===== config.mk =====
export PLATFORM = sky130hd
export DESIGN_NAME = cva6_ras_circ_flat
export DESIGN_NICKNAME = d
export VERILOG_FILES = /design/src/rtl/cva6_ras_circ_pkg.sv /design/src/rtl/cva6_ras_circ_if.sv /design/src/rtl/cva6_ras_circ.sv /design/src/flat_wrapper.sv
export SDC_FILE = /design/constraint.sdc
export NUM_CORES = 1
export LEC_CHECK = 0
export BUFFER_PORTS_ARGS = -buffer_cell sky130_fd_sc_hd__buf_4
export CAP_MARGIN = 40
export CORE_ASPECT_RATIO = 1.75
export CORE_MARGIN = 2
export CORE_UTILIZATION = 49
export DETAILED_ROUTE_END_ITERATION = 16
export GPL_ROUTABILITY_DRIVEN = 0
export HOLD_SLACK_MARGIN = 0.05
export PLACE_DENSITY = 0.74
export SYNTH_ARGS = -nofsm -noshare
export SYNTH_HDL_FRONTEND = slang
export SYNTH_SLANG_ARGS = --single-unit

===== constraint.sdc =====
create_clock -name clk_i -period 3.1 [get_ports clk_i]
set_input_delay 0.775 -clock clk_i [delete_from_list [all_inputs] [get_ports clk_i]]
set_output_delay 0.775 -clock clk_i [all_outputs]
set_load 0.01 [all_outputs]

===== src/rtl/cva6_ras_circ_pkg.sv =====
// Shared RAS types: core configuration, entry/snapshot records and the
// decoded operation kind for the circular return-address stack.
package ras_pkg;

    typedef struct packed {
        int unsigned XLEN;
        int unsigned RASDepth;
    } cva6_cfg_t;

    localparam cva6_cfg_t CVA6Cfg = '{XLEN: 64, RASDepth: 2};

    localparam int unsigned RAS_PTR_W = $clog2(CVA6Cfg.RASDepth);

    typedef struct packed {
        logic [CVA6Cfg.XLEN-1:0] ra;
    } ras_entry_t;

    typedef struct packed {
        logic [RAS_PTR_W-1:0] tos;
        logic [RAS_PTR_W:0]   count;
    } ras_ckpt_t;

    typedef enum logic [1:0] {
        RAS_IDLE,
        RAS_PUSH,
        RAS_POP,
        RAS_REPLACE
    } ras_op_e;

    function automatic bit ras_depth_legal(input int unsigned d);
        return (d >= 2) && ((d & (d - 1)) == 0);
    endfunction

endpackage


===== src/rtl/cva6_ras_circ_if.sv =====
// Call/return/checkpoint request bundle and stack-top view of the RAS.
interface cva6_ras_circ_if #(
    parameter int unsigned XLEN  = ras_pkg::CVA6Cfg.XLEN,
    parameter int unsigned DEPTH = ras_pkg::CVA6Cfg.RASDepth
);

    logic                   flush_i;
    logic                   push_i;
    logic [XLEN-1:0]        push_addr_i;
    logic                   pop_i;
    logic                   ckpt_save_i;
    logic                   ckpt_restore_i;
    logic                   top_valid_o;
    logic [XLEN-1:0]        top_addr_o;
    logic [$clog2(DEPTH):0] count_o;

    modport master (
        output flush_i, push_i, push_addr_i, pop_i, ckpt_save_i, ckpt_restore_i,
        input  top_valid_o, top_addr_o, count_o
    );

    modport slave (
        input  flush_i, push_i, push_addr_i, pop_i, ckpt_save_i, ckpt_restore_i,
        output top_valid_o, top_addr_o, count_o
    );

endinterface


===== src/rtl/cva6_ras_circ.sv =====
// Circular return-address stack with saturating occupancy and a single
// tos/count checkpoint for mispredict recovery.
module cva6_ras_circ
    import ras_pkg::*;
#(
    parameter int unsigned XLEN    = CVA6Cfg.XLEN,
    parameter int unsigned DEPTH   = CVA6Cfg.RASDepth,
    parameter bit          CKPT_EN = 1'b1
) (
    input  logic           clk_i,
    input  logic           rst_i,
    cva6_ras_circ_if.slave ras
);

    localparam int unsigned PTR_W = $clog2(DEPTH);
    localparam int unsigned CNT_W = PTR_W + 1;
    localparam logic [CNT_W-1:0] FULL = CNT_W'(DEPTH);

    if (!ras_depth_legal(DEPTH)) begin : g_depth_check
        $error("cva6_ras_circ: DEPTH must be a power of two >= 2");
    end

    typedef struct packed {
        logic [XLEN-1:0] ra;
    } entry_t;

    typedef struct packed {
        logic [PTR_W-1:0] tos;
        logic [CNT_W-1:0] count;
    } ckpt_t;

    entry_t           mem [DEPTH];
    logic [PTR_W-1:0] tos;
    logic [PTR_W-1:0] tos_nxt;
    logic [PTR_W-1:0] wr_idx;
    logic [CNT_W-1:0] count;
    logic [CNT_W-1:0] count_nxt;
    ckpt_t            ckpt;
    ras_op_e          op;
    logic             wr_en;
    logic             save_en;
    logic             restore_en;
    logic             top_valid;

    assign save_en    = CKPT_EN && ras.ckpt_save_i;
    assign restore_en = CKPT_EN && ras.ckpt_restore_i;

    always_comb begin
        op = RAS_IDLE;
        unique case ({ras.push_i, ras.pop_i})
            2'b10:   op = RAS_PUSH;
            2'b01:   op = RAS_POP;
            2'b11:   op = RAS_REPLACE;
            default: op = RAS_IDLE;
        endcase
    end

    always_comb begin
        tos_nxt   = tos;
        count_nxt = count;
        wr_en     = 1'b0;
        wr_idx    = tos;
        unique case (op)
            RAS_PUSH: begin
                // Pointer wraps naturally; at saturation the oldest slot is reused.
                tos_nxt   = tos + 1'b1;
                wr_en     = 1'b1;
                wr_idx    = tos + 1'b1;
                count_nxt = (count == FULL) ? count : count + 1'b1;
            end
            RAS_POP: begin
                if (count != '0) begin
                    tos_nxt   = tos - 1'b1;
                    count_nxt = count - 1'b1;
                end
            end
            RAS_REPLACE: begin
                wr_en = 1'b1;
                if (count == '0) begin
                    count_nxt = CNT_W'(1);
                end
            end
            default: begin
            end
        endcase
    end

    always_ff @(posedge clk_i) begin
        if (rst_i) begin
            tos   <= '0;
            count <= '0;
            ckpt  <= '0;
            for (int unsigned i = 0; i < DEPTH; i++) begin
                mem[i] <= '0;
            end
        end else if (ras.flush_i) begin
            tos   <= '0;
            count <= '0;
            ckpt  <= '0;
        end else if (restore_en) begin
            tos   <= ckpt.tos;
            count <= ckpt.count;
        end else begin
            tos   <= tos_nxt;
            count <= count_nxt;
            if (wr_en) begin
                mem[wr_idx].ra <= ras.push_addr_i;
            end
            // Snapshot holds the state as it will be after this cycle's update.
            if (save_en) begin
                ckpt <= '{tos: tos_nxt, count: count_nxt};
            end
        end
    end

    assign top_valid       = (count != '0);
    assign ras.top_valid_o = top_valid;
    assign ras.top_addr_o  = top_valid ? mem[tos].ra : '0;
    assign ras.count_o     = count;

endmodule

===== src/flat_wrapper.sv =====
// flat-port wrapper written by rule: the top's interface ports become plain ports
module cva6_ras_circ_flat import ras_pkg::*;
#(
    parameter int unsigned XLEN    = CVA6Cfg.XLEN,
    parameter int unsigned DEPTH   = CVA6Cfg.RASDepth,
    parameter bit          CKPT_EN = 1'b1
)
  (clk_i, rst_i, ras_flush_i, ras_push_i, ras_push_addr_i, ras_pop_i, ras_ckpt_save_i, ras_ckpt_restore_i, ras_top_valid_o, ras_top_addr_o, ras_count_o);
  cva6_ras_circ_if #(.XLEN(XLEN), .DEPTH(DEPTH)) ras_i ();
  input  logic clk_i;
  input  logic rst_i;
  input wire logic [$bits(ras_i.flush_i)-1:0] ras_flush_i;
  input wire logic [$bits(ras_i.push_i)-1:0] ras_push_i;
  input wire logic [$bits(ras_i.push_addr_i)-1:0] ras_push_addr_i;
  input wire logic [$bits(ras_i.pop_i)-1:0] ras_pop_i;
  input wire logic [$bits(ras_i.ckpt_save_i)-1:0] ras_ckpt_save_i;
  input wire logic [$bits(ras_i.ckpt_restore_i)-1:0] ras_ckpt_restore_i;
  output wire logic [$bits(ras_i.top_valid_o)-1:0] ras_top_valid_o;
  output wire logic [$bits(ras_i.top_addr_o)-1:0] ras_top_addr_o;
  output wire logic [$bits(ras_i.count_o)-1:0] ras_count_o;
  assign ras_i.flush_i = ras_flush_i;
  assign ras_i.push_i = ras_push_i;
  assign ras_i.push_addr_i = ras_push_addr_i;
  assign ras_i.pop_i = ras_pop_i;
  assign ras_i.ckpt_save_i = ras_ckpt_save_i;
  assign ras_i.ckpt_restore_i = ras_ckpt_restore_i;
  assign ras_top_valid_o = ras_i.top_valid_o;
  assign ras_top_addr_o = ras_i.top_addr_o;
  assign ras_count_o = ras_i.count_o;
  cva6_ras_circ #(.XLEN(XLEN), .DEPTH(DEPTH), .CKPT_EN(CKPT_EN)) u_core (.clk_i(clk_i), .rst_i(rst_i), .ras(ras_i));
endmodule

==> metrics.md, run 1 <==
| Metric | Value |
|---|---|
| Status | `finished clean` |
| Fin crit share | `90.7%` |
| Yosys reg bits | `134` |
| Num rows | `54` |
| Post-cts resize count | `0` |
| TritonCTS Sinks | `134` |
| Final Cell Area | `7990 um2` |
| Yosys warning total | `0` |
| Antenna Nets Post-Route | `0` |
| Die W | `89.4 um` |
| I/O Pins | `138` |
| Fin nets | `684` |
| Vias in the first global route | `4,158` |
| Met1 usage | `20.1%` |
| Total global routing overflow | `0` |
| Met3 GRT Util | `4.10%` |
| Most Used Layer, Global Route | `met2` |
| Die Y | `153 um` |
| Gate Count Post-Synth | `470` |
| Register area share after synthesis | `63.4%` |
| Maximum vdd drop | `0.000362 V` |
| Netlist Area Pre-Place | `6250 um2` |
| Placed inst area | `7410 um2` |
| Slowest cell on the critical path | `ha_2` |
| Slowest Stage Delay on Critical Path | `610 ps` |
| Final TNS setup | `0 ps` |
| Setup Crit Path Kind | `flop to output port` |
| CTS Buffer Depth | `2` |
| CTS tree | `built` |
| Routed WL per cell | `16.1 um` |
| Crit path time final | `2810 ps` |
| Slew headroom | `57.6%` |
| Syn Area/Cell | `13.3 um2` |
| Clk_skew | `7.48 ps` |
| M2 GR Usage | `34.2%` |
| Vias | `3,950` |
| Worst slack, placed | `392 ps` |
| DRT iter0 DRCs | `239` |
| Synth-to-layout area growth | `27.9%` |
| Synth cell types | `28` |
| Static Leakage | `3.18 nW` |
| Crit path arrival time | `2040 ps` |
| CTS buffer count | `17` |
| # H-tree levels | `4` |
| Critical path launch point type | `flop` |
| Fin. max-slew vios | `0` |
| Yosys top cell by area | `edfxtp_1` |
| Number of flops mapped to enable cells by yosys | `128` |
| Asr flop ratio synth | `0%` |
| Critical-path cell list | `inv_1, ha_2, buf_12, nor2_1, buf_4` |
| Tightest Pin Transition | `637 ps` |
| Detailed Routing Iterations Pass 1 | `5` |
| CP Capture Type | `output port` |
| CTS Root Cell | `clkbuf_16` |
| Global-route wire length before repair | `19,600 um` |
| Final WL | `12,600 um` |
| Final Hold Fails | `0` |
| Drt drc | `0` |
| Post-synth top cells | `and2_1 (128), edfxtp_1 (128), nor2_1 (69)` |
| Maxcap violations | `0` |
| Core area | `12,400 um2` |
| Final setup fails | `0` |
| Largest net degree at the start of global routing | `65` |
| Critical Path RT | `2320 ps` |
| # diodes | `0` |
| Post-CTS setup buffers | `0` |
| Pwr Total | `4.33 mW` |
| Maximum net fanout on the critical path | `41` |
| Ranking of synthesized cells by area | `edfxtp_1 (62%), and2_1 (13%), mux2i_1 (10%), nor2_1 (4.1%), buf_6 (2.3%)` |
| Synth top area share | `61.5%` |
| Layout cells sized above 1 | `29.7%` |
| RSZ-0062 raised after global routing | `false` |
| Top_reg_cell synth | `edfxtp_1` |
| Cell family with most CP delay | `adder cells` |
| I/O Buffers | `137` |
| Syn Nets | `550` |
| FMAX | `356 MHz` |
| PnR worst setup slack | `288 ps` |
| Initial Utilization | `50.3%` |
| Detailed Place HPWL | `8260 um` |
| # hold bufs at CTS | `0` |
| Die area | `13,700 um2` |
| Worst path bufs/invs | `3` |
| Later-pin clock latency in the skew report | `400 ps` |
| Overall Global Routing Usage | `19.0%` |
| PD cells | `542 nW/um2` |
| Via density | `5.03` |
| Antenna violations before repair | `0` |
| Hold crit path type | `flop to flop` |
| Fill cells | `989` |
| Worst-path clk slew | `50 ps` |
-- per-layer routing --
| layer | routed length [um] | up-vias |
|---|---|---|
| met4 | 267 | 0 |
| met1 | 4790 | 1918 |
| met5 | 0 | - |
| li1 | - | 1889 |
| met2 | 6950 | 127 |
| met3 | 588 | 16 |
-- state kept, by name, indices dropped and copies added (netlist names) --
name                count
u_core.tos              1
u_core.ckpt             3
u_core.ras.count_o      2
u_core.mem            128
-- worst reg2reg max path, cell delays in order (launching register included) --
cell	delay, ps
dfxtp_4	410
inv_1	60
ha_1	340
nor4_4	280
or2_4	360
buf_12	240
-- area by class of cell --
type	instances	area, um2	area share (%)
sequential	134	3970	49.7
multi-input combinational	299	2050	25.6
timing repair buffer	145	1160	14.6
clock buffer	20	447	5.59
tap	168	210	2.63
clock inverter	12	129	1.61
inverter	7	26.3	0.329
-- placed cells by master, fill, tap and decap left out, drive strengths merged, types with 3 or more instances in the layout --
cell type  synthesis  routed
and2             128     128
or2                4       4
nor2b              3       3
ha                 9       9
edfxtp           128     128
nor4               3       3
buf               20     145
dfxtp              6       6
clkinvlp           0       3
inv                7       9
clkbuf            10      20
mux2i             64      64
nor2              69      69
clkinv             0       5
-- kinds of logic after synthesis --
group                      count (synthesis)  synth area share [%]
and+or+nand+nor                          216                  19.3
DFF                                      134                  63.4
adders and majority gates                  9                  1.80
muxes                                     65                  10.4
AOI/OAI and AO/OA                          9                  1.06
buffers and inverters                     37                  3.93
-- where the power goes --
| group | total (mW) | internal [mW] | switching (mW) |
|---|---|---|---|
| Combinational | 0.318 | 0.155 | 0.164 |
| Clock | 1.93 | 1.20 | 0.729 |
| Sequential | 2.08 | 2.06 | 0.0229 |
| Total | 4.33 | 3.42 | 0.916 |
-- path summary, 6_finish.rpt --
kind	startpoint	end	slack, ps	depth (start not counted)
setup / recovery	u_core.ras.count_o[0]	ras_top_addr_o[0]	290	5
hold / removal	u_core.ckpt[0]	u_core.ckpt[0]	460	2
hold reg to reg	u_core.ckpt[0]	u_core.ckpt[0]	460	2
setup reg to reg	u_core.tos	u_core.mem[1][25]	1110	5
-- metrics by stage --
| step | util (%) | cells | hold slack (ps) |
|---|---|---|---|
| floorplan | - | 470 | 435 |
| global placement | 59.6 | 753 | 450 |
| detailed placement | 59.6 | 753 | 451 |
| CTS | 64.3 | 785 | 458 |
| global route | 64.3 | 785 | 503 |
| finish | 64.3 | 785 | 455 |
Note: power is estimated with default switching activity, not from simulation.
==> run 2, diff against run 1 <==
- ABC_AREA: unset -> 1
==> run 2 against run 1 <==
Hold slack better by 77 ps. Clock power fell by 2%. Sequential share of layout area increased by 0.81 points. Clock-buffer cell count decreased by 3. Clock skew decreased by 0.98 ps. Die area down 2.0%. Wire length grew 9.6%. Area after synthesis is 2.1% lower. Worst setup slack worse by 100 ps. Critical endpoint is now ras_top_addr_o[2]. Highest routed layer unchanged.
==> metrics.md, run 2 <==
| Metric | Value |
|---|---|
| Syn Area/Cell | `9.79 um2 (was 13.3 um2)` |
| Slew headroom | `49.7% (was 57.6%)` |
| CTS Root Cell | `clkbuf_16 (unchanged)` |
| Maximum vdd drop | `0.000403 V (was 0.000362 V)` |
| PnR worst setup slack | `185 ps (was 288 ps)` |
| Most frequent cell after synthesis | `nor2_1` |
| Synth top area share | `62.8% (was 61.5%)` |
| Combinational power share | `8.0% (was 7.3%)` |
| Post-synth top cells | `nor2_1 (253), edfxtp_1 (128), inv_1 (79) (was and2_1 (128), edfxtp_1 (128), nor2_1 (69))` |
| Yosys warning total | `0 (unchanged)` |
| Static Leakage | `3.75 nW (was 3.18 nW)` |
| Critical path launch point type | `flop (unchanged)` |
| Top_reg_cell synth | `edfxtp_1 (unchanged)` |
| Area of the multi-input gates | `1640 um2 (was 2050 um2)` |
| Worst R2R Setup Slack | `980 ps (was 1110 ps)` |
| Synth cell types | `18 (was 28)` |
| PD cells | `550 nW/um2 (was 542 nW/um2)` |
| Clock share of power | `43.9% (was 44.6%)` |
| Initial Utilization | `49.7% (was 50.3%)` |
| P_sw | `0.950 mW (was 0.916 mW)` |
| Placed inst area | `7290 um2 (was 7410 um2)` |
| Number of flops mapped to enable cells by yosys | `128 (unchanged)` |
| Most common cell after layout, fill and taps aside | `nor2_1 (was buf_4)` |
| Die area | `13,400 um2 (was 13,700 um2)` |
| Biggest register | `u_core.mem (unchanged)` |
| Yosys top cell by area | `edfxtp_1 (unchanged)` |
| Fin crit share | `94.0% (was 90.7%)` |
| Die Y | `152 um (was 153 um)` |
| Seq pwr share | `48.1% (was 48.0%)` |
| Crit path arrival time | `2140 ps (was 2040 ps)` |
| Syn Nets | `705 (was 550)` |
| Crit path time final | `2920 ps (was 2810 ps)` |
| Dpl cells | `909 (was 753)` |
| Final TNS setup | `0 ps (unchanged)` |
| Antenna Nets Post-Route | `0 (unchanged)` |
| Internal power | `3.37 mW (was 3.42 mW)` |
| Hold crit path type | `flop to flop (unchanged)` |
| Core area | `12,300 um2 (was 12,400 um2)` |
| Later-pin clock latency in the skew report | `410 ps (was 400 ps)` |
| Post-cts resize count | `0 (unchanged)` |
| Status | `finished clean (unchanged)` |
| Net Sw Frac | `22.0% (was 21.1%)` |
| Synth-to-layout area growth | `28.4% (was 27.9%)` |
| Drt drc | `0 (unchanged)` |
| Die W | `88.5 um (was 89.4 um)` |
| Vias | `4,635 (was 3,950)` |
| Final Hold Fails | `0 (unchanged)` |
| Final WL | `13,800 um (was 12,600 um)` |
| TritonCTS Sinks | `134 (unchanged)` |
| Detailed Routing Iterations Pass 1 | `4 (was 5)` |
| Pwr Total | `4.32 mW (was 4.33 mW)` |
| Gate Count Post-Synth | `625 (was 470)` |
| Commonest cells after routing, fill and taps aside | `nor2_1 (253), buf_4 (148), edfxtp_1 (128) (was buf_4 (139), and2_1 (128), edfxtp_1 (128))` |
| Layout cells sized above 1 | `25.9% (was 29.7%)` |
| Setup Crit Path Kind | `flop to output port (unchanged)` |
| # hold bufs at CTS | `0 (unchanged)` |
| Final setup fails | `0 (unchanged)` |
| Worst-path clk slew | `60 ps (was 50 ps)` |
| Worst slack, placed | `487 ps (was 392 ps)` |
| CTS Buffer Depth | `2 (unchanged)` |
| I/O Buffers | `137 (unchanged)` |
| Max FFs per register | `128 (unchanged)` |
| Asr flop ratio synth | `0% (unchanged)` |
| # diodes | `0 (unchanged)` |
| DRT iter0 DRCs | `338 (was 239)` |
| Routed WL per cell | `14.7 um (was 16.1 um)` |
| Ranking of synthesized cells by area | `edfxtp_1 (63%), nor2_1 (16%), o21ai_0 (5.4%), inv_1 (4.8%), dfxtp_1 (2.0%) (was edfxtp_1 (62%), and2_1 (13%), mux2i_1 (10%), nor2_1 (4.1%), buf_6 (2.3%))` |
| I/O Pins | `138 (unchanged)` |
| Clk_skew | `6.50 ps (was 7.48 ps)` |
| CTS buffer count | `17 (unchanged)` |
| Vias in the first global route | `4,674 (was 4,158)` |
| Largest net degree at the start of global routing | `66 (was 65)` |
| Total global routing overflow | `0 (unchanged)` |
| Global-route wire length before repair | `21,700 um (was 19,600 um)` |
| # H-tree levels | `4 (unchanged)` |
| Yosys reg bits | `134 (unchanged)` |
| Fill cells | `1,018 (was 989)` |
| CTS tree | `built (unchanged)` |
| Final Cell Area | `7860 um2 (was 7990 um2)` |
| Post-CTS setup buffers | `0 (unchanged)` |
| CP Capture Type | `output port (unchanged)` |
| Maxcap violations | `0 (unchanged)` |
| Fin. max-slew vios | `0 (unchanged)` |
| Antenna violations before repair | `0 (unchanged)` |
| Num rows | `54 (unchanged)` |
| FF/Latch Area | `3970 um2 (about the same)` |
| Tightest Pin Transition | `755 ps (was 637 ps)` |
| FMAX | `343 MHz (was 356 MHz)` |
| Overall Global Routing Usage | `21.6% (was 19.0%)` |
| Critical Path RT | `2320 ps (about the same)` |
| Fin nets | `840 (was 684)` |
| Register area share after synthesis | `64.8% (was 63.4%)` |
| Detailed Place HPWL | `9240 um (was 8260 um)` |
| RSZ-0062 raised after global routing | `false (unchanged)` |
| Fin cells | `941 (was 785)` |
| Maximum net fanout on the critical path | `23 (was 41)` |
| Via density | `4.93 (was 5.03)` |
| Netlist Area Pre-Place | `6120 um2 (was 6250 um2)` |
[run 2: final timing paths]
kind / startpoint / end / cells past startpoint
worst max-delay path: u_core.ras.count_o[0] / ras_top_addr_o[2] / 7
worst min-delay path: u_core.ckpt[2] / u_core.tos / 2
worst max register to register: u_core.tos / u_core.mem[0][31] / 6
worst min register to register: u_core.ckpt[2] / u_core.tos / 2
[run 2: layout make-up]
type,instances,share of cell area (%)
sequential,134,50.5
inverter,81,3.89
tap,168,2.68
timing repair buffer,151,14.9
multi-input combinational,375,20.9
clock inverter,15,1.77
clock buffer,17,5.42
[run 2: cell families (layout without fill, tap and decap cells)]
family	Yosys count	count (layout)	synth area share [%]
flip-flops	134	134	64.8
AO/OA/AOI/OAI	74	74	6.10
adder cells (fa/ha/maj)	9	9	1.84
buffers and inverters	116	264	8.72
AND/OR/NAND/NOR	292	292	18.5
[run 2: worst max-delay path, stage by stage (launching register included)]
cell      delay [ps]
dfxtp_1          390
inv_1            110
ha_1             240
clkinv_2         210
buf_4            290
o21ai_0          110
nor2_1           210
buf_4            160
[run 2: stage by stage]
| stage | hold slack, ps | utilization [%] |
|---|---|---|
| 5_1_grt | 557 | 63.9 |
| 4_1_cts | 533 | 63.9 |
| 6_report | 532 | 63.9 |
| 3_3_place_gp | 514 | 59.3 |
| 2_1_floorplan | 496 | - |
| 3_5_place_dp | 530 | 59.3 |
[run 2: per-layer routing]
layer  share of wire, %  up-vias  GRT usage (%)
met5                  0        -              0
met4                3.7        0           11.4
met3                4.9       33           5.15
met2                 56      149           38.3
met1                 36     2199           23.4
li1                   -     2254              -
[run 2: power groups by stage]
stage	Sequential, mW	Combinational (mW)	Clock, mW
CTS	2.08	0.352	1.92
floorplan	2.11	0.170	0
global placement	2.11	0.342	0
detailed placement	2.12	0.350	0
finish	2.08	0.347	1.89
global route	2.08	0.383	2.01
==> run 3, diff against run 2 <==
- PLACE_DENSITY: 0.74 -> 0.84
==> run 3 against run 2 <==
Clock-buffer cell count is the same. Register-to-register slack lost 90 ps. Final cell count shrank 0.43%. Worst setup slack gained 91 ps. Hold slack gained 19 ps. Maximum frequency grew 3.2%. Flip-flop and latch count is the same. Power grew 4.7%. Non-clock buffer count shrank 4. Sequential share of layout area shrank 0.064 points. Clock power grew 12%. Critical path type unchanged. Highest routed layer unchanged.
==> metrics.md, run 3 (synthesis gave the netlist of run 2 again) <==
| Metric | Value |
|---|---|
| Status | `finished clean (unchanged)` |
| Final setup fails | `0 (unchanged)` |
| Fin crit share | `91.1% (was 94.0%)` |
| Worst R2R Start | `u_core.tos (unchanged)` |
| Area of the multi-input gates | `1630 um2 (was 1640 um2)` |
| Antenna violations before repair | `0 (unchanged)` |
| Layout cells sized above 1 | `26.0% (was 25.9%)` |
| Fin. max-slew vios | `0 (unchanged)` |
| Maximum vdd drop | `0.000397 V (was 0.000403 V)` |
| Final WL | `13,600 um (was 13,800 um)` |
| Synth-to-layout area growth | `28.6% (was 28.4%)` |
| Vias in the first global route | `4,449 (was 4,674)` |
| Post-cts resize count | `0 (unchanged)` |
| Largest net degree at the start of global routing | `67 (was 66)` |
| Cell family with most CP delay | `flip-flops (was buffers and inverters)` |
| Detailed Place HPWL | `8250 um (was 9240 um)` |
| Final Hold Fails | `0 (unchanged)` |
| Initial Utilization | `49.7% (unchanged)` |
| Final TNS setup | `0 ps (unchanged)` |
| Slew headroom | `52.8% (was 49.7%)` |
| CP Capture Type | `output port (unchanged)` |
| Global-route wire length before repair | `21,100 um (was 21,700 um)` |
| PnR worst setup slack | `276 ps (was 185 ps)` |
| Hold worst-path end | `u_core.ckpt[2] (was u_core.tos)` |
| Max FFs per register | `128 (unchanged)` |
| Biggest register | `u_core.mem (unchanged)` |
| Most common cell after layout, fill and taps aside | `nor2_1 (unchanged)` |
| Worst slack, placed | `495 ps (was 487 ps)` |
| Num rows | `54 (unchanged)` |
| CP dominant cell by count | `buf_4 (unchanged)` |
| Setup Crit Path Kind | `flop to output port (unchanged)` |
| Maximum net fanout on the critical path | `39 (was 23)` |
| I/O Buffers | `137 (unchanged)` |
| TritonCTS Sinks | `134 (unchanged)` |
| CTS buffer count | `17 (unchanged)` |
| Levels on crit path | `4 (was 7)` |
| Critical-path cell list | `buf_4, o21ai_0, nor2_1, buf_4 (was inv_1, ha_1, clkinv_2, buf_4, o21ai_0, nor2_1, buf_4)` |
| Detailed Routing Iterations Pass 1 | `5 (was 4)` |
| Clk_skew | `7.81 ps (was 6.50 ps)` |
| CTS tree | `built (unchanged)` |
| Worst-path clk slew | `60 ps (about the same)` |
| # H-tree levels | `4 (unchanged)` |
| Via density | `4.85 (was 4.93)` |
| CTS Root Cell | `clkbuf_16 (unchanged)` |
| Worst R2R Setup Slack | `890 ps (was 980 ps)` |
| Worst path bufs/invs | `2 (was 4)` |
| Commonest cells after routing, fill and taps aside | `nor2_1 (253), buf_4 (145), edfxtp_1 (128) (was nor2_1 (253), buf_4 (148), edfxtp_1 (128))` |
| I/O Pins | `138 (unchanged)` |
| RSZ-0062 raised after global routing | `false (unchanged)` |
| Crit path arrival time | `2050 ps (was 2140 ps)` |
| Overall Global Routing Usage | `21.1% (was 21.6%)` |
| R2R cell count | `6 (unchanged)` |
| Worst Hold Path Cells | `2 (unchanged)` |
| Die Y | `152 um (unchanged)` |
| Critical Path RT | `2320 ps (about the same)` |
| Crit path time final | `2820 ps (was 2920 ps)` |
| Total global routing overflow | `0 (unchanged)` |
| Die area | `13,400 um2 (unchanged)` |
| Tightest Pin Transition | `708 ps (was 755 ps)` |
| DRT iter0 DRCs | `403 (was 338)` |
| Antenna Nets Post-Route | `0 (unchanged)` |
| FF/Latch Area | `3970 um2 (unchanged)` |
| CTS Buffer Depth | `2 (unchanged)` |
| Hold crit path type | `flop to flop (unchanged)` |
| R2R Path End | `u_core.mem[1][7] (was u_core.mem[0][31])` |
| Routed WL per cell | `14.5 um (was 14.7 um)` |
| Critical path launch point type | `flop (unchanged)` |
| Slowest Stage Delay on Critical Path | `650 ps (was 390 ps)` |
| # hold bufs at CTS | `0 (unchanged)` |
| PD cells | `575 nW/um2 (was 550 nW/um2)` |
| Core area | `12,300 um2 (unchanged)` |
| Slowest cell on the critical path | `dfxtp_2 (was dfxtp_1)` |
| Post-CTS setup buffers | `0 (unchanged)` |
| Hold_sp | `u_core.ckpt[2] (unchanged)` |
| Vias | `4,541 (was 4,635)` |
| # diodes | `0 (unchanged)` |
| Drt drc | `0 (unchanged)` |
| Later-pin clock latency in the skew report | `410 ps (about the same)` |
| Fill cells | `1,016 (was 1,018)` |
| Maxcap violations | `0 (unchanged)` |
| Die W | `88.5 um (unchanged)` |
| Fin nets | `836 (was 840)` |
| Static Leakage | `3.76 nW (was 3.75 nW)` |
| FMAX | `354 MHz (was 343 MHz)` |
==> run 3: cell count changes in the layout (fill, tap and decap cells not counted), sizes merged <==
| cell | previous run | this run |
|---|---|---|
| buf | 151 | 147 |
| clkinvlp | 3 | 2 |
| bufinv | 2 | 4 |
| inv | 80 | 83 |
| clkinv | 11 | 7 |
==> run 3: how the worst max path moves through the flow <==
stage                     from                 end  slack (ps)
finish              u_core.tos  ras_top_addr_o[56]         280
global route        u_core.tos   ras_top_addr_o[0]         100
CTS                 u_core.tos   ras_top_addr_o[0]         220
detailed placement   ras_pop_i    u_core.mem[1][7]         490
global placement     ras_pop_i    u_core.mem[1][5]         570
floorplan            ras_pop_i    u_core.mem[1][0]         200
==> run 3: metal layers <==
metal / wire [um] / global-route usage (%) / up-vias
li1: - / - / 2243
met1: 4820 / 23.6 / 2118
met2: 7720 / 37.2 / 156
met3: 670 / 5.69 / 24
met4: 354 / 9.09 / 0
met5: 0 / 0 / -
==> run 3: report_power, final <==
group	internal, mW	switching (mW)	leakage (nW)
Sequential	2.06	0.0231	1.39
Clock	1.35	0.760	0.304
Combinational	0.136	0.197	2.07
==> run 3: stage by stage <==
step	utilization (%)	hold slack, ps	instances	total power, mW	instance area, um2
after global placement	58.9	516	905	2.45	7240
final	64.0	551	937	4.52	7870
after detailed placement	58.9	537	905	2.45	7240
after global routing	64.0	577	937	4.67	7870
after CTS	64.0	542	937	4.56	7870
after floorplan	-	496	625	2.28	6120
==> run 3: final cells by class <==
class,instances,share of cell area [%]
sequential,134,50.4
multi-input combinational,375,20.7
timing repair buffer,147,14.3
clock buffer,17,5.41
inverter,81,3.87
tap,168,2.67
clock inverter,15,2.58
==> run 3: worst register-to-register path: stages, from the launching register on <==
cell	delay, ps
dfxtp_2	650
inv_2	120
ha_1	330
inv_1	50
nand2_2	70
buf_4	580
nor2_1	120
